$ cat config.mk
export PLATFORM = sky130hd
export DESIGN_NAME = spi_msg_sequencer
export DESIGN_NICKNAME = d
export VERILOG_FILES = /design/src/rtl/spi_msg_sequencer_pkg.sv /design/src/rtl/spi_msg_sequencer_msg_dpram.sv /design/src/rtl/spi_msg_sequencer.sv
export SDC_FILE = /design/constraint.sdc
export NUM_CORES = 1
export LEC_CHECK = 0
export ABC_AREA = 1
export CORE_UTILIZATION = 30
export DETAILED_ROUTE_END_ITERATION = 12
export HOLD_SLACK_MARGIN = 0.05
export PLACE_DENSITY_LB_ADDON = 0.12
export SETUP_SLACK_MARGIN = 0.1
export SLEW_MARGIN = 40
export SYNTH_ARGS = -nofsm -noshare
export SYNTH_HDL_FRONTEND = slang
export SYNTH_SLANG_ARGS = --single-unit
$ cat constraint.sdc
create_clock -name I_CLK -period 2.4 [get_ports I_CLK]
set_clock_uncertainty 0.15 [all_clocks]
set_input_delay 0.48 -clock I_CLK [delete_from_list [all_inputs] [get_ports I_CLK]]
set_output_delay 0.48 -clock I_CLK [all_outputs]
set_load 0.02 [all_outputs]
$ cat src/rtl/spi_msg_sequencer_pkg.sv
// Shared constants and state encoding for the SPI message sequencer.
package spi_msg_sequencer_pkg;
  localparam int DATA_WIDTH = 8;
  localparam int MSG_DEPTH  = 64;
  localparam int MSG_ADDR_W = 6;

  typedef enum logic [2:0] {
    ST_IDLE      = 3'd0,
    ST_LOAD      = 3'd1,
    ST_REQ       = 3'd2,
    ST_WAIT_ACK  = 3'd3,
    ST_WAIT_DONE = 3'd4,
    ST_STORE     = 3'd5,
    ST_GAP       = 3'd6,
    ST_FINISH    = 3'd7
  } state_e;
endpackage

$ cat src/rtl/spi_msg_sequencer_msg_dpram.sv
// 64x8 message buffer: one write port, one registered read port.
// Contents are not reset; only the read register clears on reset.
module msg_dpram
  import spi_msg_sequencer_pkg::*;
(
  input  logic                  I_CLK,
  input  logic                  I_RESETN,
  input  logic                  i_we,
  input  logic [MSG_ADDR_W-1:0] i_waddr,
  input  logic [DATA_WIDTH-1:0] i_wdata,
  input  logic [MSG_ADDR_W-1:0] i_raddr,
  output logic [DATA_WIDTH-1:0] o_rdata
);
  logic [DATA_WIDTH-1:0] r_mem [MSG_DEPTH];
  logic [DATA_WIDTH-1:0] r_rdata;

  // Storage write; a same-address read this cycle still sees the old word.
  always_ff @(posedge I_CLK) begin
    if (i_we) r_mem[i_waddr] <= i_wdata;
  end

  // Registered read, cleared by reset so the output is 0 until the first read.
  always_ff @(posedge I_CLK or negedge I_RESETN) begin
    if (!I_RESETN) r_rdata <= '0;
    else           r_rdata <= r_mem[i_raddr];
  end

  assign o_rdata = r_rdata;
endmodule

$ cat src/rtl/spi_msg_sequencer.sv
// Message-level sequencer driving a byte-level SPI controller from a TX
// buffer and collecting replies into an RX buffer.
// Optional: SPI_SEQ_ZERO_TERM_EN stops the message at a 0x00 TX byte.
module spi_msg_sequencer
  import spi_msg_sequencer_pkg::*;
#(
  parameter int MSG_LEN     = 64,
  parameter int GAP_CYCLES  = 16,
  parameter int ACK_TIMEOUT = 255
) (
  input  logic                  I_CLK,
  input  logic                  I_RESETN,
  input  logic                  start,
  input  logic                  abort,
  input  logic                  tx_we,
  input  logic [MSG_ADDR_W-1:0] tx_waddr,
  input  logic [DATA_WIDTH-1:0] tx_wdata,
  input  logic [MSG_ADDR_W-1:0] rx_raddr,
  output logic [DATA_WIDTH-1:0] rx_rdata,
  output logic                  byte_req,
  output logic [DATA_WIDTH-1:0] byte_tx,
  input  logic                  byte_busy,
  input  logic [DATA_WIDTH-1:0] byte_rx,
  output logic                  busy,
  output logic                  done,
  output logic                  error,
  output logic [6:0]            rx_count
);
  localparam logic [MSG_ADDR_W-1:0] IDX_LAST = MSG_ADDR_W'(MSG_LEN - 1);
  localparam logic [6:0]            CNT_MAX  = 7'(MSG_LEN);
  localparam logic [7:0]            GAP_LAST = (GAP_CYCLES > 0) ? 8'(GAP_CYCLES - 1) : 8'd0;
  localparam logic [7:0]            TMO_LAST = 8'(ACK_TIMEOUT - 1);

  state_e                r_state, w_state_nxt;
  logic [MSG_ADDR_W-1:0] r_idx, w_idx_nxt;
  logic [6:0]            r_rx_count;
  logic [DATA_WIDTH-1:0] r_byte_tx;
  logic [7:0]            r_gap, r_tmo;
  logic                  r_error, r_abort_pend;
  logic [DATA_WIDTH-1:0] w_tx_rdata;
  logic                  w_last, w_tmo_hit, w_store;

  assign w_last    = (r_idx == IDX_LAST);
  assign w_tmo_hit = (r_state == ST_WAIT_ACK) && !byte_busy && (r_tmo == TMO_LAST);
  assign w_store   = (r_state == ST_STORE);

  // TX buffer is addressed with the next index so the word is ready in LOAD.
  msg_dpram u_tx_buf (
    .I_CLK   (I_CLK),
    .I_RESETN(I_RESETN),
    .i_we    (tx_we),
    .i_waddr (tx_waddr),
    .i_wdata (tx_wdata),
    .i_raddr (w_idx_nxt),
    .o_rdata (w_tx_rdata)
  );

  msg_dpram u_rx_buf (
    .I_CLK   (I_CLK),
    .I_RESETN(I_RESETN),
    .i_we    (w_store),
    .i_waddr (r_idx),
    .i_wdata (byte_rx),
    .i_raddr (rx_raddr),
    .o_rdata (rx_rdata)
  );

  // Next-state and next-index logic.
  always_comb begin
    w_state_nxt = r_state;
    w_idx_nxt   = r_idx;
    case (r_state)
      ST_IDLE: if (start) begin
        w_state_nxt = ST_LOAD;
        w_idx_nxt   = '0;
      end
      ST_LOAD: begin
        if (abort) w_state_nxt = ST_FINISH;
`ifdef SPI_SEQ_ZERO_TERM_EN
        else if (w_tx_rdata == '0) w_state_nxt = ST_FINISH;
`endif
        else w_state_nxt = ST_REQ;
      end
      ST_REQ:  w_state_nxt = abort ? ST_FINISH : ST_WAIT_ACK;
      ST_WAIT_ACK: begin
        if (byte_busy)               w_state_nxt = ST_WAIT_DONE;
        else if (abort || w_tmo_hit) w_state_nxt = ST_FINISH;
      end
      ST_WAIT_DONE: if (!byte_busy) w_state_nxt = ST_STORE;
      ST_STORE: begin
        if (w_last || abort || r_abort_pend) w_state_nxt = ST_FINISH;
        else if (GAP_CYCLES == 0) begin
          w_state_nxt = ST_LOAD;
          w_idx_nxt   = r_idx + 1'b1;
        end else w_state_nxt = ST_GAP;
      end
      ST_GAP: begin
        if (abort) w_state_nxt = ST_FINISH;
        else if (r_gap == GAP_LAST) begin
          w_state_nxt = ST_LOAD;
          w_idx_nxt   = r_idx + 1'b1;
        end
      end
      ST_FINISH: w_state_nxt = ST_IDLE;
      default:   w_state_nxt = ST_IDLE;
    endcase
  end

  // State, index, counters, status and the held byte_tx register.
  always_ff @(posedge I_CLK or negedge I_RESETN) begin
    if (!I_RESETN) begin
      r_state      <= ST_IDLE;
      r_idx        <= '0;
      r_rx_count   <= '0;
      r_byte_tx    <= '0;
      r_gap        <= '0;
      r_tmo        <= '0;
      r_error      <= 1'b0;
      r_abort_pend <= 1'b0;
    end else begin
      r_state <= w_state_nxt;
      r_idx   <= w_idx_nxt;
      r_gap   <= (r_state == ST_GAP) ? r_gap + 1'b1 : '0;
      r_tmo   <= (r_state == ST_WAIT_ACK) ? r_tmo + 1'b1 : '0;
      if (r_state == ST_IDLE && start) begin
        r_rx_count   <= '0;
        r_error      <= 1'b0;
        r_abort_pend <= 1'b0;
      end
      if (r_state == ST_LOAD) r_byte_tx <= w_tx_rdata;
      if (w_tmo_hit) r_error <= 1'b1;
      // Abort seen mid-byte is remembered so STORE still completes first.
      if (r_state == ST_WAIT_DONE && abort) r_abort_pend <= 1'b1;
      if (w_store && r_rx_count != CNT_MAX) r_rx_count <= r_rx_count + 1'b1;
    end
  end

  assign byte_req = (r_state == ST_REQ);
  assign byte_tx  = r_byte_tx;
  assign busy     = (r_state != ST_IDLE);
  assign done     = (r_state == ST_FINISH);
  assign error    = r_error;
  assign rx_count = r_rx_count;
endmodule

==> impl_results.md, run 1 <==
- Final Cycle Share: 1.107
- Kind of critical path: register to register
- Clock buffer depth: 3
- Critical-path top delay cell: dfrtp_1
- Die width: approximately 390 um
- DRC Markers: 0
- GRT overflow: 0
- Clock Sinks: 1,082
- Core Rows: between 100 and 150
- Largest cells by area after synthesis: edfxtp_1 69%, nand3_1 6.4%, nand2_1 5.9%
- Worst min path class: primary input to register
- HP Start: byte_rx[2]
- Synth unique cells: 37
- Syn avg cell area: 11.56 um^2
- Synthesized area: between 40,000 and 50,000 um^2
- Critical Path, Cell by Cell: ha_4 > nand3_4 > nor2_4 > nand2_4 > clkinv_4 > nand3_4 > buf_12 > buf_8 > buf_12 > buf_4 > nand3_2 > nand2_1 > nand2_1 > nand3_1 > nand3_2 > nand3_4 > nand3_2 > nand2_2
- #FFs+latches synth: about 1,100
- First-pass GRT wire length: 209,700 um
- Full die area: roughly 150,000 um^2
- Worst relative slew slack: 0.5364
- Number of routed nets with antenna violations: 0
- Commonest register cell after synthesis: edfxtp_1
- Post-place setup slack: -1000 ps
- Register area share after synthesis: 0.7177
- Die Y: 388.7 um
- Crit path DAT: ~3100 ps
- Via density: a little under 5
- CTS H-tree depth: 3
- YS warnings: 0
- Worst R2R Setup Slack: -260 ps
- Critical Path RT: ~2900 ps
- Layout filler cell count: 14,260
- Tmin final: between 2000 and 3000 ps
- R2R cell count: 18
- Crit. End Element: register
- Dpl hpwl: a little over 90,000 um
- Final cell count without fillers: roughly 6,500
- Yosys top cell by area: edfxtp_1
- Total number of vias: 31,210
- Final setup viols: 8
- Syn nets: 3,920
- TritonCTS clock tree: done
- Share of cells above drive strength 1: 0.2293
- Initial DRC count: 2,083
- Antenna violations before repair: 0
- Number of global-route vias before repair: just over 30,000
- Ys async rst share: 0.05360
- Max VDD drop: a little over 0.6 mV
- Clock transition at path regs: approximately 60 ps
- Synth top area share: 0.6854
- P_leak: 21.60 nW
- Diode count: 0
- Failing checks: setup timing
- Root Driver: clkbuf_16
- Crit Reg-Reg Startpoint: r_gap[0]
- Max Fanout on Critical Path: 11
- Final Hold Viols: 0
- Crit. Startpoint: r_gap[0]
- Routability cong.: about 0.84
- Routed wire length: 144,900 um
- CP max stage delay: approximately 390 ps
- Top achievable clock speed: ~380 MHz
- Synthesis-to-layout area growth: 29.94%
- Nets: around 4,500
- Power per cell area: just over 800 nW/um^2
- Outcome: finished, violations left
- Initial Utilization: 0.3031
- RSZ-0062 raised after global routing: yes
- DR WL/cell: roughly 22 um
- Placed Cells incl. Taps: approximately 6,000
- Largest net degree at the start of global routing: 65
- Startpoint Class: register
- Number of synthesized flops with an enable pin: ~1,000
- Cts bufs inserted: between 100 and 150
- Hold Path Depth: 2
- Min-Delay Endpoint: u_rx_buf.r_mem[57][2]
- IO Count: 61
- Reg-to-Reg End: u_tx_buf.o_rdata[3]
- Final Max Slew Viols: 0
- PnR worst setup slack: -256.2 ps
- Post-Syn Instances: about 3,900
- GRT Util Overall: 0.1873
- Number of max-cap violations: 0
- Worst skew pair latency: 750 ps
- Slew @ Worst Pin: between 600 and 700 ps
- Number of port buffers: 60
- DR pass1 iterations: 5
- Core Footprint: 148,000 um^2
[routing by layer]
metal | vias to the layer above | wire length (um) | GRT usage
met4 | 0 | 4394 | 0.05886
met3 | 218 | 5606 | 0.02605
met1 | 15480 | 64840 | 0.2495
li1 | 14900 | - | -
met5 | - | 0 | 0
met2 | 605 | 70100 | 0.3145
[critical path, delay by kind of cell, from the launching register on]
kind	cells	cell delay (ps)
simple gates	12	1160
buf+inv	5	670
flops	1	390
fa+ha+maj	1	170
[through the flow]
stage / total power, W / hold slack (ps) / util / cell area (um^2) / setup TNS, ps
after detailed placement: 0.02785 / 313.6 / 0.3503 / 51850 / -50920
after global placement: 0.02786 / 310.0 / 0.3503 / 51850 / -45830
after global routing: 0.04925 / 88.86 / 0.3938 / 58300 / -2903
final: 0.04766 / 103.9 / 0.3938 / 58300 / -1889
after CTS: 0.04763 / 61.00 / 0.3870 / 57280 / -1766
after floorplan: 0.02420 / 34.41 / - / 44880 / 0
[final cells by class]
class	instances	area (um^2)	area share
clock buffers	157	3234	0.05548
clock inverters	73	873.3	0.01498
inverters	189	728.2	0.01249
multi-input cells	2365	12000	0.2058
flip-flops and latches	1082	32200	0.5524
well taps	1930	2415	0.04142
repair buffers	657	6843	0.1174
[worst max path at each step]
stage               cells after the start  slack [ps]                  end
floorplan                              16         100  u_tx_buf.o_rdata[0]
CTS                                    18        -220  u_tx_buf.o_rdata[0]
finish                                 18        -260  u_tx_buf.o_rdata[3]
global placement                       16        -960  u_tx_buf.o_rdata[5]
detailed placement                     16       -1000  u_tx_buf.o_rdata[5]
global route                           18        -370  u_tx_buf.o_rdata[4]
[report_power, final]
group | switching (W) | internal [W]
registers | 0.000277 | 0.0211
logic | 0.00450 | 0.00265
clock network | 0.00782 | 0.0113
[what timing repair did]
item                                    CTS  global route
pin swaps                                53            78
resized for setup                       218           159
endpoints found under the setup margin  432           326
endpoints found under the hold margin    67             0
setup buffers                            22            22
gates cloned                              9             9
hold buffers                              4             0
[cells in the mapped netlist (2+ instances only)]
cell and number:
dfrtp_1 58, nand3_1 576, o21ai_0 332, a21oi_1 19
ha_1 6, nand3_2 4, clkbuf_1 129, nand2_1 700
o32ai_1 4, o211ai_1 6, o22ai_1 134, nand3b_1 32
edfxtp_1 1024, o221ai_1 23, nor3_1 17, inv_1 182
o21ai_2 2, o31ai_1 3, nor2_1 488, clkinv_1 2
nand2_2 2, nand4_1 4, xor2_1 3, buf_4 22
buf_2 87, o21bai_1 2, buf_1 5, inv_2 5
[cells by family after synthesis]
| logic type | share of synthesized area |
|---|---|
| flops | 0.7177 |
| xor+xnor | 0.0005858 |
| fa+ha+maj | 0.001673 |
| buf+inv | 0.04066 |
| simple gates | 0.1730 |
| compound gates | 0.06629 |
[placed cells by master (no fill, tap or decap), types with 21 or more instances in the layout]
| master | Yosys | routed |
|---|---|---|
| nor2_1 | 488 | 464 |
| o21ai_0 | 332 | 332 |
| nand3_2 | 4 | 113 |
| buf_6 | 1 | 47 |
| nand3_1 | 576 | 448 |
| clkbuf_1 | 129 | 30 |
| nand2_2 | 2 | 51 |
| clkinv_1 | 2 | 23 |
| inv_1 | 182 | 176 |
| buf_4 | 22 | 428 |
| o22ai_1 | 134 | 134 |
| edfxtp_1 | 1024 | 1024 |
| dlygate4sd2_1 | 0 | 24 |
| nand3b_1 | 32 | 32 |
| dfrtp_1 | 58 | 55 |
| nand2_1 | 700 | 638 |
| o221ai_1 | 23 | 23 |
| clkinv_2 | 0 | 21 |
| buf_12 | 0 | 94 |
| clkbuf_16 | 0 | 131 |
[state kept, by name, summed over array words and instances, names as in the netlist]
signal	count
byte_tx	8
rx_count	7
r_idx	6
u_rx_buf.o_rdata	8
u_tx_buf.r_mem	512
r_state	3
r_abort_pend	1
error	1
u_rx_buf.r_mem	512
u_tx_buf.o_rdata	8
r_gap	8
r_tmo	8
Power figures use the tool's default switching activity.
==> run 2, diff against run 1 <==
--- a/config.mk
+++ b/config.mk
@@ -6,6 +6,7 @@
 export NUM_CORES = 1
 export LEC_CHECK = 0
 export ABC_AREA = 1
+export ABC_CLOCK_PERIOD_IN_PS = 2400
 export CORE_UTILIZATION = 30
 export DETAILED_ROUTE_END_ITERATION = 12
 export HOLD_SLACK_MARGIN = 0.05
@@ -15,3 +16,4 @@
 export SYNTH_ARGS = -nofsm -noshare
 export SYNTH_HDL_FRONTEND = slang
 export SYNTH_SLANG_ARGS = --single-unit
+export TNS_END_PERCENT = 20
==> run 2 against run 1 <==
  * The flow still finishes with violations (setup timing)
  * Non-clock buffer count is 85 lower
  * Fmax is 1.5% higher
  * Sequential power is essentially flat
==> impl_results.md, run 2 (synthesis results as in run 1) <==
- Antenna violations before repair: 1 (+1)
- Commonest cells after routing, fill and taps aside: 1,024 x edfxtp_1, 687 x nand2_1, 476 x nor2_1
- Max VDD drop: 0.5358 mV (-13%)
- Initial Utilization: 0.3031 (unchanged)
- Top achievable clock speed: 382.2 MHz (+1.5%)
- Worst skew pair latency: 770 ps (+20 ps)
- Setup TNS: -1595 ps (+294.7 ps)
- GRT Util Overall: 0.1891 (+0.001747)
- TritonCTS clock tree: done
- Critical Path RT: 2890 ps (+30 ps)
- Worst R2R Setup Slack: -220 ps (+40 ps)
- Cts bufs inserted: 130 (+7.4%)
- Final cell count without fillers: 6,374 (-1.2%)
- RSZ-0062 raised after global routing: yes
- Hold Path Depth: 2 (unchanged)
- Failing checks: setup timing
- Die Y: 388.7 um (unchanged)
- Routed wire length: 143,700 um (-0.82%)
- Worst relative slew slack: 0.5368 (about the same)
- Power per cell area: 829.3 nW/um^2 (+1.4%)
- Die width: 388.7 um (unchanged)
- Reg-to-Reg End: u_tx_buf.o_rdata[7]
- Startpoint Class: register
- Crit Reg-Reg Startpoint: r_gap[0]
- Nets: 4,380 (-1.7%)
- Min-Delay Endpoint: u_rx_buf.r_mem[40][5]
- Final Max Slew Viols: 0 (unchanged)
- Largest registers: u_rx_buf.r_mem x512, u_tx_buf.r_mem x512
- P_leak: 21.09 nW (-2.4%)
- Synthesis-to-layout area growth: 27.76%
- Critical Path Most Common Cell: nand3_4
- Commonest non-fill, non-tap cell in the layout: edfxtp_1
- Wire length on met3: 5483 um (-2.2%)
- Full die area: 151,100 um^2 (unchanged)
- Routability cong.: 0.8456 (+1.1%)
- DR pass1 iterations: 5 (unchanged)
- Core Rows: 141 (unchanged)
- Clock transition at path regs: 60 ps (about the same)
- Clock Sinks: 1,082 (unchanged)
- PnR worst setup slack: -216.8 ps (+39.40 ps)
- Share of cells above drive strength 1: 0.1976 (-0.03166)
- Total Power: 0.04753 W (-0.26%)
- Post-place setup slack: -867.9 ps (+132.5 ps)
- Total number of vias: 31,040 (-0.54%)
- Clock buffer depth: 3 (unchanged)
- Number of routed nets with antenna violations: 0 (unchanged)
- Final Core Density: 0.3872 (-0.006610)
- DR WL/cell: 22.55 um (+0.41%)
- Crit. End Element: register
- Outcome: finished, violations left
- Final Hold Viols: 0 (unchanged)
- Placed Cells incl. Taps: 6,100 (-0.93%)
- Uppermost routed layer: met4
- DR WL met2: 71,030 um (+1.3%)
- DRC Markers: 0 (unchanged)
- CP max stage delay: 390 ps (about the same)
- R2R cell count: 15 (-3)
- First-pass GRT wire length: 211,800 um (+0.98%)
- Max Fanout on Critical Path: 45 (+34)
- Critical Path, Cell by Cell: ha_4 > nand3_4 > o21bai_4 > nand3_4 > buf_6 > nand2_1 > nand2_4 > buf_16 > buf_4 > nand2_1 > nand3_1 > nand3_2 > nand3_2 > nand3_4 > nand2_2
- HP Start: byte_rx[5]
- Kind of critical path: register to register
- IO Count: 61 (unchanged)
- Number of global-route vias before repair: 30,960 (-0.18%)
- Root Driver: clkbuf_16
- Initial DRC count: 2,158 (+3.6%)
- Crit path DAT: 3110 ps (about the same)
- Dpl hpwl: 89,220 um (-2.0%)
- Critical-path top delay cell: dfrtp_1
- Number of port buffers: 60 (unchanged)
- Final Cycle Share: 1.090 (-0.01642)
- Largest net degree at the start of global routing: 65 (unchanged)
- GRT overflow: 0 (unchanged)
- Worst min path class: primary input to register
- Final setup viols: 9 (+1)
- Met1 WL: 63,970 um (-1.3%)
- Tmin final: 2617 ps (-39.40 ps)
- Core Footprint: 148,000 um^2 (unchanged)
- Via density: 4.870 (+0.70%)
- Slew @ Worst Pin: 694.9 ps (-0.4542 ps)
- Number of max-cap violations: 0 (unchanged)
- CTS H-tree depth: 4 (+1)
## run 2: what timing repair did
item	4_1_cts	5_1_grt
pin swaps	43	37
gates resized for setup	213	76
endpoints found under the setup margin	437	466
buffers inserted	14	9
cloned	12	1
hold buffers	4	0
hold endpoints to repair	66	0
## run 2: per-stage QoR
step | hold slack (ps) | cell area [um^2]
CTS | 50.98 | 56900
floorplan | 34.41 | 44870
detailed placement | 286.3 | 51380
finish | 88.95 | 57320
global route | 72.33 | 57320
global placement | 287.4 | 51380
## run 2: report_power, final
group / internal (W) / switching [W] / total, W
Clock: 0.0111 / 0.00805 / 0.0192
Combinational: 0.00263 / 0.00432 / 0.00695
Sequential: 0.0211 / 0.000337 / 0.0214
Total: 0.0348 / 0.0127 / 0.0475
## run 2: worst max path at each step
stage / startpoint / to / slack, ps / cells past startpoint
6_report: r_gap[0] / u_tx_buf.o_rdata[7] / -220 / 15
5_1_grt: r_gap[0] / u_tx_buf.o_rdata[4] / -320 / 15
2_1_floorplan: r_gap[0] / u_tx_buf.o_rdata[1] / 90 / 16
3_3_place_gp: start / u_tx_buf.o_rdata[5] / -860 / 14
4_1_cts: r_gap[1] / u_tx_buf.o_rdata[0] / -190 / 14
3_5_place_dp: start / u_tx_buf.o_rdata[5] / -870 / 14
## run 2: final cells by class
| class | instances | area [um^2] |
|---|---|---|
| Antenna cell | 1 | 2.502 |
| Inverter | 189 | 734.5 |
| Clock buffer | 168 | 3456 |
| Timing Repair Buffer | 572 | 6056 |
| Multi-Input combinational cell | 2365 | 11780 |
| Fill cell | 14370 | 90700 |
| Clock inverter | 67 | 674.4 |
| Tap cell | 1930 | 2415 |
| Sequential cell | 1082 | 32200 |
## run 2: critical path, delay by kind of cell (launching register included)
kind | cells | cell delay [ps]
AND/OR/NAND/NOR | 10 | 1000
buffers and inverters | 3 | 530
flip-flops | 1 | 390
AO/OA/AOI/OAI | 1 | 190
adder cells (fa/ha/maj) | 1 | 160
## run 2: per-layer routing
layer,up-vias,global-route usage
met4,0,0.05124
met3,177,0.02584
met2,587,0.3210
li1,14770,-
met5,-,0
met1,15500,0.2522
